**src/rtl/keypoint_tx_scheduler_if.sv**
```systemverilog
// Sender-side bus of the keypoint TX scheduler: start pulse, busy,
// BRAM address from the serializer and keypoint data back to it.
interface keypoint_tx_scheduler_if #(
  parameter int BIT_DEPTH = 13,
  parameter int AW        = 10
);
  logic                 snd_start_out;
  logic                 snd_busy_in;
  logic [AW-1:0]        snd_addr_in;
  logic [BIT_DEPTH-1:0] snd_data_out;

  modport master (
    output snd_start_out,
    output snd_data_out,
    input  snd_busy_in,
    input  snd_addr_in
  );

  modport slave (
    input  snd_start_out,
    input  snd_data_out,
    output snd_busy_in,
    output snd_addr_in
  );
endinterface

```
**src/rtl/keypoint_tx_scheduler.sv**
```systemverilog
// Round-robin owner selection of one keypoint UART sender among
// N_SRC octave buffers; routes address/data and acks finished dumps.
module keypoint_tx_scheduler #(
  parameter int N_SRC         = 3,
  parameter int BIT_DEPTH     = 13,
  parameter int BRAM_LENGTH   = 1000,
  parameter int START_TIMEOUT = 64,
  parameter int GAP_CYCLES    = 16,
  localparam int AW           = $clog2(BRAM_LENGTH),
  localparam int SW           = $clog2(N_SRC)
) (
  input  logic                       clk,
  input  logic                       rst_in,
  input  logic [N_SRC-1:0]           req_in,
  input  logic [N_SRC*BIT_DEPTH-1:0] src_data_in,
  output logic [AW-1:0]              src_addr_out,
  output logic [N_SRC-1:0]           grant_out,
  output logic [N_SRC-1:0]           done_out,
  output logic [SW-1:0]              active_src_out,
  output logic                       idle_out,
  output logic                       error_out,
  keypoint_tx_scheduler_if.master    snd
);

  localparam int TW = $clog2(START_TIMEOUT + 1);
  localparam int GW = $clog2(GAP_CYCLES + 1);
  localparam logic [TW-1:0] T_MAX = TW'(START_TIMEOUT - 1);
  localparam logic [GW-1:0] G_MAX = GW'(GAP_CYCLES - 1);

  typedef enum logic [2:0] {
    S_IDLE,
    S_START,
    S_WAIT_BUSY,
    S_SENDING,
    S_DONE,
    S_GAP
  } state_t;

  state_t           state_q, state_d;
  logic [N_SRC-1:0] grant_q, grant_d;
  logic [N_SRC-1:0] done_q, done_d;
  logic             start_q, start_d;
  logic             err_q, err_d;
  logic [SW-1:0]    active_q, active_d;
  logic [SW-1:0]    last_q, last_d;
  logic [TW-1:0]    timer_q, timer_d;
  logic [GW-1:0]    gap_q, gap_d;
  logic [SW:0]      pick;
  logic [BIT_DEPTH-1:0] data_mux;

  // First requester after the last served one, wrapping; MSB = found.
  function automatic logic [SW:0] rr_pick(
    input logic [N_SRC-1:0] req,
    input logic [SW-1:0]    last
  );
    logic [SW:0] r;
    int j;
    r = '0;
    for (int i = N_SRC; i >= 1; i--) begin
      j = (int'(last) + i) % N_SRC;
      if (req[j]) r = {1'b1, SW'(j)};
    end
    return r;
  endfunction

  assign pick = rr_pick(req_in, last_q);

  always_comb begin
    state_d  = state_q;
    grant_d  = grant_q;
    done_d   = '0;
    start_d  = 1'b0;
    err_d    = err_q;
    active_d = active_q;
    last_d   = last_q;
    timer_d  = timer_q;
    gap_d    = gap_q;
    unique case (state_q)
      S_IDLE: begin
        if (pick[SW]) begin
          grant_d  = N_SRC'(1) << pick[SW-1:0];
          active_d = pick[SW-1:0];
          start_d  = 1'b1;
          state_d  = S_START;
        end
      end
      S_START: begin
        timer_d = '0;
        state_d = S_WAIT_BUSY;
      end
      S_WAIT_BUSY: begin
        if (snd.snd_busy_in) begin
          state_d = S_SENDING;
        end else if (timer_q == T_MAX) begin
          // Request stays pending; it is retried after the gap.
          err_d   = 1'b1;
          grant_d = '0;
          last_d  = active_q;
          gap_d   = '0;
          state_d = S_GAP;
        end else begin
          timer_d = timer_q + 1'b1;
        end
      end
      S_SENDING: begin
        if (!snd.snd_busy_in) begin
          done_d  = grant_q;
          grant_d = '0;
          last_d  = active_q;
          state_d = S_DONE;
        end
      end
      S_DONE: begin
        gap_d   = '0;
        state_d = S_GAP;
      end
      S_GAP: begin
        if (gap_q == G_MAX) begin
          state_d = S_IDLE;
        end else begin
          gap_d = gap_q + 1'b1;
        end
      end
      default: state_d = S_IDLE;
    endcase
  end

  always_ff @(posedge clk or posedge rst_in) begin
    if (rst_in) begin
      state_q  <= S_IDLE;
      grant_q  <= '0;
      done_q   <= '0;
      start_q  <= 1'b0;
      err_q    <= 1'b0;
      active_q <= '0;
      last_q   <= SW'(N_SRC - 1);
      timer_q  <= '0;
      gap_q    <= '0;
    end else begin
      state_q  <= state_d;
      grant_q  <= grant_d;
      done_q   <= done_d;
      start_q  <= start_d;
      err_q    <= err_d;
      active_q <= active_d;
      last_q   <= last_d;
      timer_q  <= timer_d;
      gap_q    <= gap_d;
    end
  end

  always_comb begin
    data_mux = '0;
    for (int i = 0; i < N_SRC; i++) begin
      if (grant_q[i]) data_mux = src_data_in[i*BIT_DEPTH +: BIT_DEPTH];
    end
  end

  assign src_addr_out      = snd.snd_addr_in;
  assign snd.snd_data_out  = data_mux;
  assign snd.snd_start_out = start_q;
  assign grant_out         = grant_q;
  assign done_out          = done_q;
  assign active_src_out    = active_q;
  assign idle_out          = (state_q == S_IDLE);
  assign error_out         = err_q;

endmodule

```
**src/flat_wrapper.sv**
```systemverilog
// flat-port wrapper written by rule: the top's interface ports become plain ports
module keypoint_tx_scheduler_flat 
#(
  parameter int N_SRC         = 3,
  parameter int BIT_DEPTH     = 13,
  parameter int BRAM_LENGTH   = 1000,
  parameter int START_TIMEOUT = 64,
  parameter int GAP_CYCLES    = 16,
  localparam int AW           = $clog2(BRAM_LENGTH),
  localparam int SW           = $clog2(N_SRC)
)
  (clk, rst_in, req_in, src_data_in, src_addr_out, grant_out, done_out, active_src_out, idle_out, error_out, snd_snd_start_out, snd_snd_data_out, snd_snd_busy_in, snd_snd_addr_in);
  keypoint_tx_scheduler_if #(.BIT_DEPTH(BIT_DEPTH), .AW((10))) snd_i ();
  input  logic clk;
  input  logic rst_in;
  input  logic [N_SRC-1:0] req_in;
  input  logic [N_SRC*BIT_DEPTH-1:0] src_data_in;
  output logic [AW-1:0] src_addr_out;
  output logic [N_SRC-1:0] grant_out;
  output logic [N_SRC-1:0] done_out;
  output logic [SW-1:0] active_src_out;
  output logic idle_out;
  output logic error_out;
  output wire logic [$bits(snd_i.snd_start_out)-1:0] snd_snd_start_out;
  output wire logic [$bits(snd_i.snd_data_out)-1:0] snd_snd_data_out;
  input wire logic [$bits(snd_i.snd_busy_in)-1:0] snd_snd_busy_in;
  input wire logic [$bits(snd_i.snd_addr_in)-1:0] snd_snd_addr_in;
  assign snd_snd_start_out = snd_i.snd_start_out;
  assign snd_snd_data_out = snd_i.snd_data_out;
  assign snd_i.snd_busy_in = snd_snd_busy_in;
  assign snd_i.snd_addr_in = snd_snd_addr_in;
  keypoint_tx_scheduler #(.N_SRC(N_SRC), .BIT_DEPTH(BIT_DEPTH), .BRAM_LENGTH(BRAM_LENGTH), .START_TIMEOUT(START_TIMEOUT), .GAP_CYCLES(GAP_CYCLES)) u_core (.clk(clk), .rst_in(rst_in), .req_in(req_in), .src_data_in(src_data_in), .src_addr_out(src_addr_out), .grant_out(grant_out), .done_out(done_out), .active_src_out(active_src_out), .idle_out(idle_out), .error_out(error_out), .snd(snd_i));
endmodule
```
**config.mk**
```make
export PLATFORM = sky130hd
export DESIGN_NAME = keypoint_tx_scheduler_flat
export DESIGN_NICKNAME = d
export VERILOG_FILES = /design/src/rtl/keypoint_tx_scheduler_if.sv /design/src/rtl/keypoint_tx_scheduler.sv /design/src/flat_wrapper.sv
export SDC_FILE = /design/constraint.sdc
export NUM_CORES = 1
export LEC_CHECK = 0
export CORE_MARGIN = 4
export CORE_UTILIZATION = 40
export DETAILED_ROUTE_END_ITERATION = 10
export HOLD_SLACK_MARGIN = 0.12
export PLACE_DENSITY = 0.87
export SLEW_MARGIN = 20
export SYNTH_ARGS = -nofsm -noshare
export SYNTH_HDL_FRONTEND = slang
export SYNTH_SLANG_ARGS = --single-unit
```
**constraint.sdc**
```tcl
create_clock -name clk -period 2.35 [get_ports clk]
set_input_delay 0.235 -clock clk [delete_from_list [all_inputs] [get_ports clk]]
set_output_delay 0.235 -clock clk [all_outputs]
set_load 0.05 [all_outputs]
```
==> results by group <==
Status
  • Status: completed

Global routing
  • First-pass GRT wire length: 7480 µm
  • GR Overflow Total: 0
  • Initial antenna violation count: 0
  • Largest net degree at the start of global routing: 24
  • Vias in the first global route: 1632
  • Global Route Usage Sum: 0.172

Power and ir drop
  • Clock network fraction of design power: 0.076
  • P_int: 1.76 mW
  • Psw: roughly 1.7 mW
  • Fraction of power spent switching nets: 0.487
  • Final total power: 3.44 mW
  • Cell Pwr Density: 1300 nW/µm²
  • Gate power share: 0.682
  • Flop pwr share: 0.241
  • VDD IR-drop max: 0.448 mV
  • Lkg Pwr: 1.07 nW

Layout
  • Area Growth Syn to Fin: 47.8%
  • Most common cell after layout, fill and taps aside: clkdlybuf4s50_1
  • Antenna cells: 0
  • Fin cells: a little over 300
  • Post-layout nets: 320
  • Commonest non-fill, non-tap cells in the layout: 55 x clkdlybuf4s50_1, 26 x dfrtp_1, 24 x nand2_1, 16 x o21ai_0
  • Layout cells sized above 1: 0.136

Clock tree
  • Clk_lat worst skew: 0.27 ns
  • Clk slew on worst S/H paths: roughly 0.090 ns
  • CTS Buf Count: 3
  • Post-CTS Setup Bufs: 0
  • TritonCTS clock tree: yes
  • PostCTS Resize Cnt: 0
  • Hold_buf cts: 0
  • CTS sink cnt: 27
  • CTS H-tree depth: 1
  • Clock buffer depth: 2
  • Root Buffer: clkbuf_8

Critical path
  • Critical path launch point: u_core.last_q[1]$_DFFE_PP1P_
  • CP Capture Type: register
  • Reg2reg path depth: 7
  • Crit path arrival time: 2.40 ns
  • Required time worst endpoint: 2.53 ns
  • Startpoint Class: register
  • CP Max Fanout: 4
  • CP max-delay cell: dfstp_2
  • R2R Path Start: u_core.last_q[1]$_DFFE_PP1P_
  • Worst path max stage delay: 0.57 ns
  • CP Cell Sequence: inv_1 > ha_1 > mux2i_1 > o21ai_0 > a2111oi_4 > or3_4 > o41ai_2
  • R2r setup slk: 0.13 ns
  • Crit path kind: register to register

Synth
  • Syn avg cell area: 8.96 µm²
  • Async SR Flop Fraction: 1.00
  • Top post-synthesis cells by area: dfrtp_1 36%, o21ai_0 7.3%, a22oi_1 5.5%
  • Cell taking the most area after synthesis: dfrtp_1
  • Synth Instances: 199
  • Yosys reg bits: 27
  • Synth top area share: 0.365
  • Post-synth EDFFs: 0
  • Netlist cell types: 45
  • Net Count, Synth: ~260
  • Ys Warns: 0
  • Mapped Area: about 1800 µm²
  • Ys flop type: dfrtp_1
  • Seq/Total Area, Yosys: 0.380

Timing
  • Setup violators final: 0
  • Tmin final: between 2 and 2.5 ns
  • RSZ-0062 raised after global routing: no
  • Worst Tran Pin Value: 0.638 ns
  • Peak Freq: roughly 450 MHz
  • Period utilization: 0.944
  • Fin. max-slew vios: 0
  • Final setup skew: 0.00386 ns
  • Final hold vios: 0
  • Headroom to the max-slew limit: 0.574
  • Setup TNS: 0 ns

Routing
  • DRC viols: 0
  • Wire per inst: 15.8 µm
  • Initial DRC count: 41
  • DRT antenna net count: 0
  • Vias/cell: 5.57
  • Vias: 1720
  • Routed WL: 4890 µm
  • DRT Pass-1 Iters: 4

Place
  • Input/output buffers: 68
  • Placed insts: a little over 300
  • Gpl congestion: 0.785
  • Dpl hpwl: 3930 µm

Job
  • Max-Cap Viols: 0

Floorplan
  • Die height: 74.8 µm
  • I/O pins: 89
  • Die W: 74.8 µm
  • Row cnt: 24
  • Die Area: 5590 µm²
  • Core area: between 4000 and 5000 µm²
  • Starting density of the core: 0.412

Min path
  • Hold crit path type: primary input to asynchronous set/reset pin
-- power groups by stage --
stage	combinational [mW]	sequential [mW]	clock, mW
floorplan	1.38	0.878	0
global placement	2.29	0.819	0
detailed placement	2.35	0.831	0
CTS	2.35	0.828	0.268
global route	2.49	0.854	0.283
finish	2.35	0.830	0.263
-- routing by layer --
metal  GRT usage  routed length, µm  vias to the layer above  part of all wire
met5           0                  0                        -                 0
met4      0.0652                 95                        0             0.019
met3      0.0427                428                       13             0.087
met2       0.328               2540                       72              0.52
met1       0.180               1830                      823              0.37
li1            -                  -                      812                 -
-- through the flow --
stage	area (µm²)	worst slack, ns	utilization	hold WS [ns]
2_1_floorplan	1790	0.000446	-	0.287
5_1_grt	2640	0.00267	0.609	0.401
3_3_place_gp	2590	0.240	0.598	0.453
3_5_place_dp	2590	0.163	0.598	0.452
4_1_cts	2630	0.137	0.609	0.361
6_report	2640	0.132	0.609	0.337
-- sequential cells by signal, summed over array words and instances, names as in the netlist --
name	flops
u_core.gap_q	5
u_core.grant_out	3
u_core.done_out	3
u_core.last_q	2
u_core.error_out	1
u_core.snd.snd_start_out	1
u_core.active_src_out	2
u_core.timer_q	7
u_core.state_q	3
-- logic make-up after synthesis --
family / synth area share
fa+ha+maj: 0.0491
simple gates: 0.196
buf+inv: 0.0786
xor+xnor: 0.0246
compound gates: 0.230
flops: 0.380
mux: 0.0421
-- cells in the mapped netlist, types with 3 or more instances --
library cell and count:
nor2b_1 5, xor2_1 3, buf_4 11, clkbuf_1 7, inv_1 7, o21ai_0 26
a22oi_1 13, nand3b_1 3, nor2_1 11, and3_1 4, nand2b_1 3, mux2i_1 3
nor3_1 3, mux2_2 4, nor3b_1 3, a21oi_1 6, nand2_1 24, ha_1 7
dfrtp_1 26
-- worst max-delay path, delay by kind of cell (launching register included) --
family                   cells  cell delay (ns)
AND/OR/NAND/NOR              1             0.40
flip-flops                   1             0.57
adder cells (fa/ha/maj)      1             0.22
buffers and inverters        1             0.06
AO/OA/AOI/OAI                3             0.75
multiplexers                 1             0.13
-- cell type report --
cell class	instances	area [µm²]
Inverter	7	26.3
Tap cell	52	65.1
Fill cell	350	1690
Sequential cell	27	677
Multi-Input combinational cell	146	973
Timing Repair Buffer	73	848
Clock buffer	4	45.0
-- worst paths after layout --
check                                                  endpoint
worst max register to register  u_core.grant_out[0]$_DFFE_PP0P_
worst min register to register     u_core.error_out$_DFFE_PP0P_
min in group clk                   u_core.error_out$_DFFE_PP0P_
max in group asynchronous         u_core.timer_q[1]$_DFFE_PP0P_
worst max-delay path            u_core.grant_out[0]$_DFFE_PP0P_
worst min-delay path               u_core.done_out[0]$_DFF_PP0_
(Power assumes the default switching activity.)
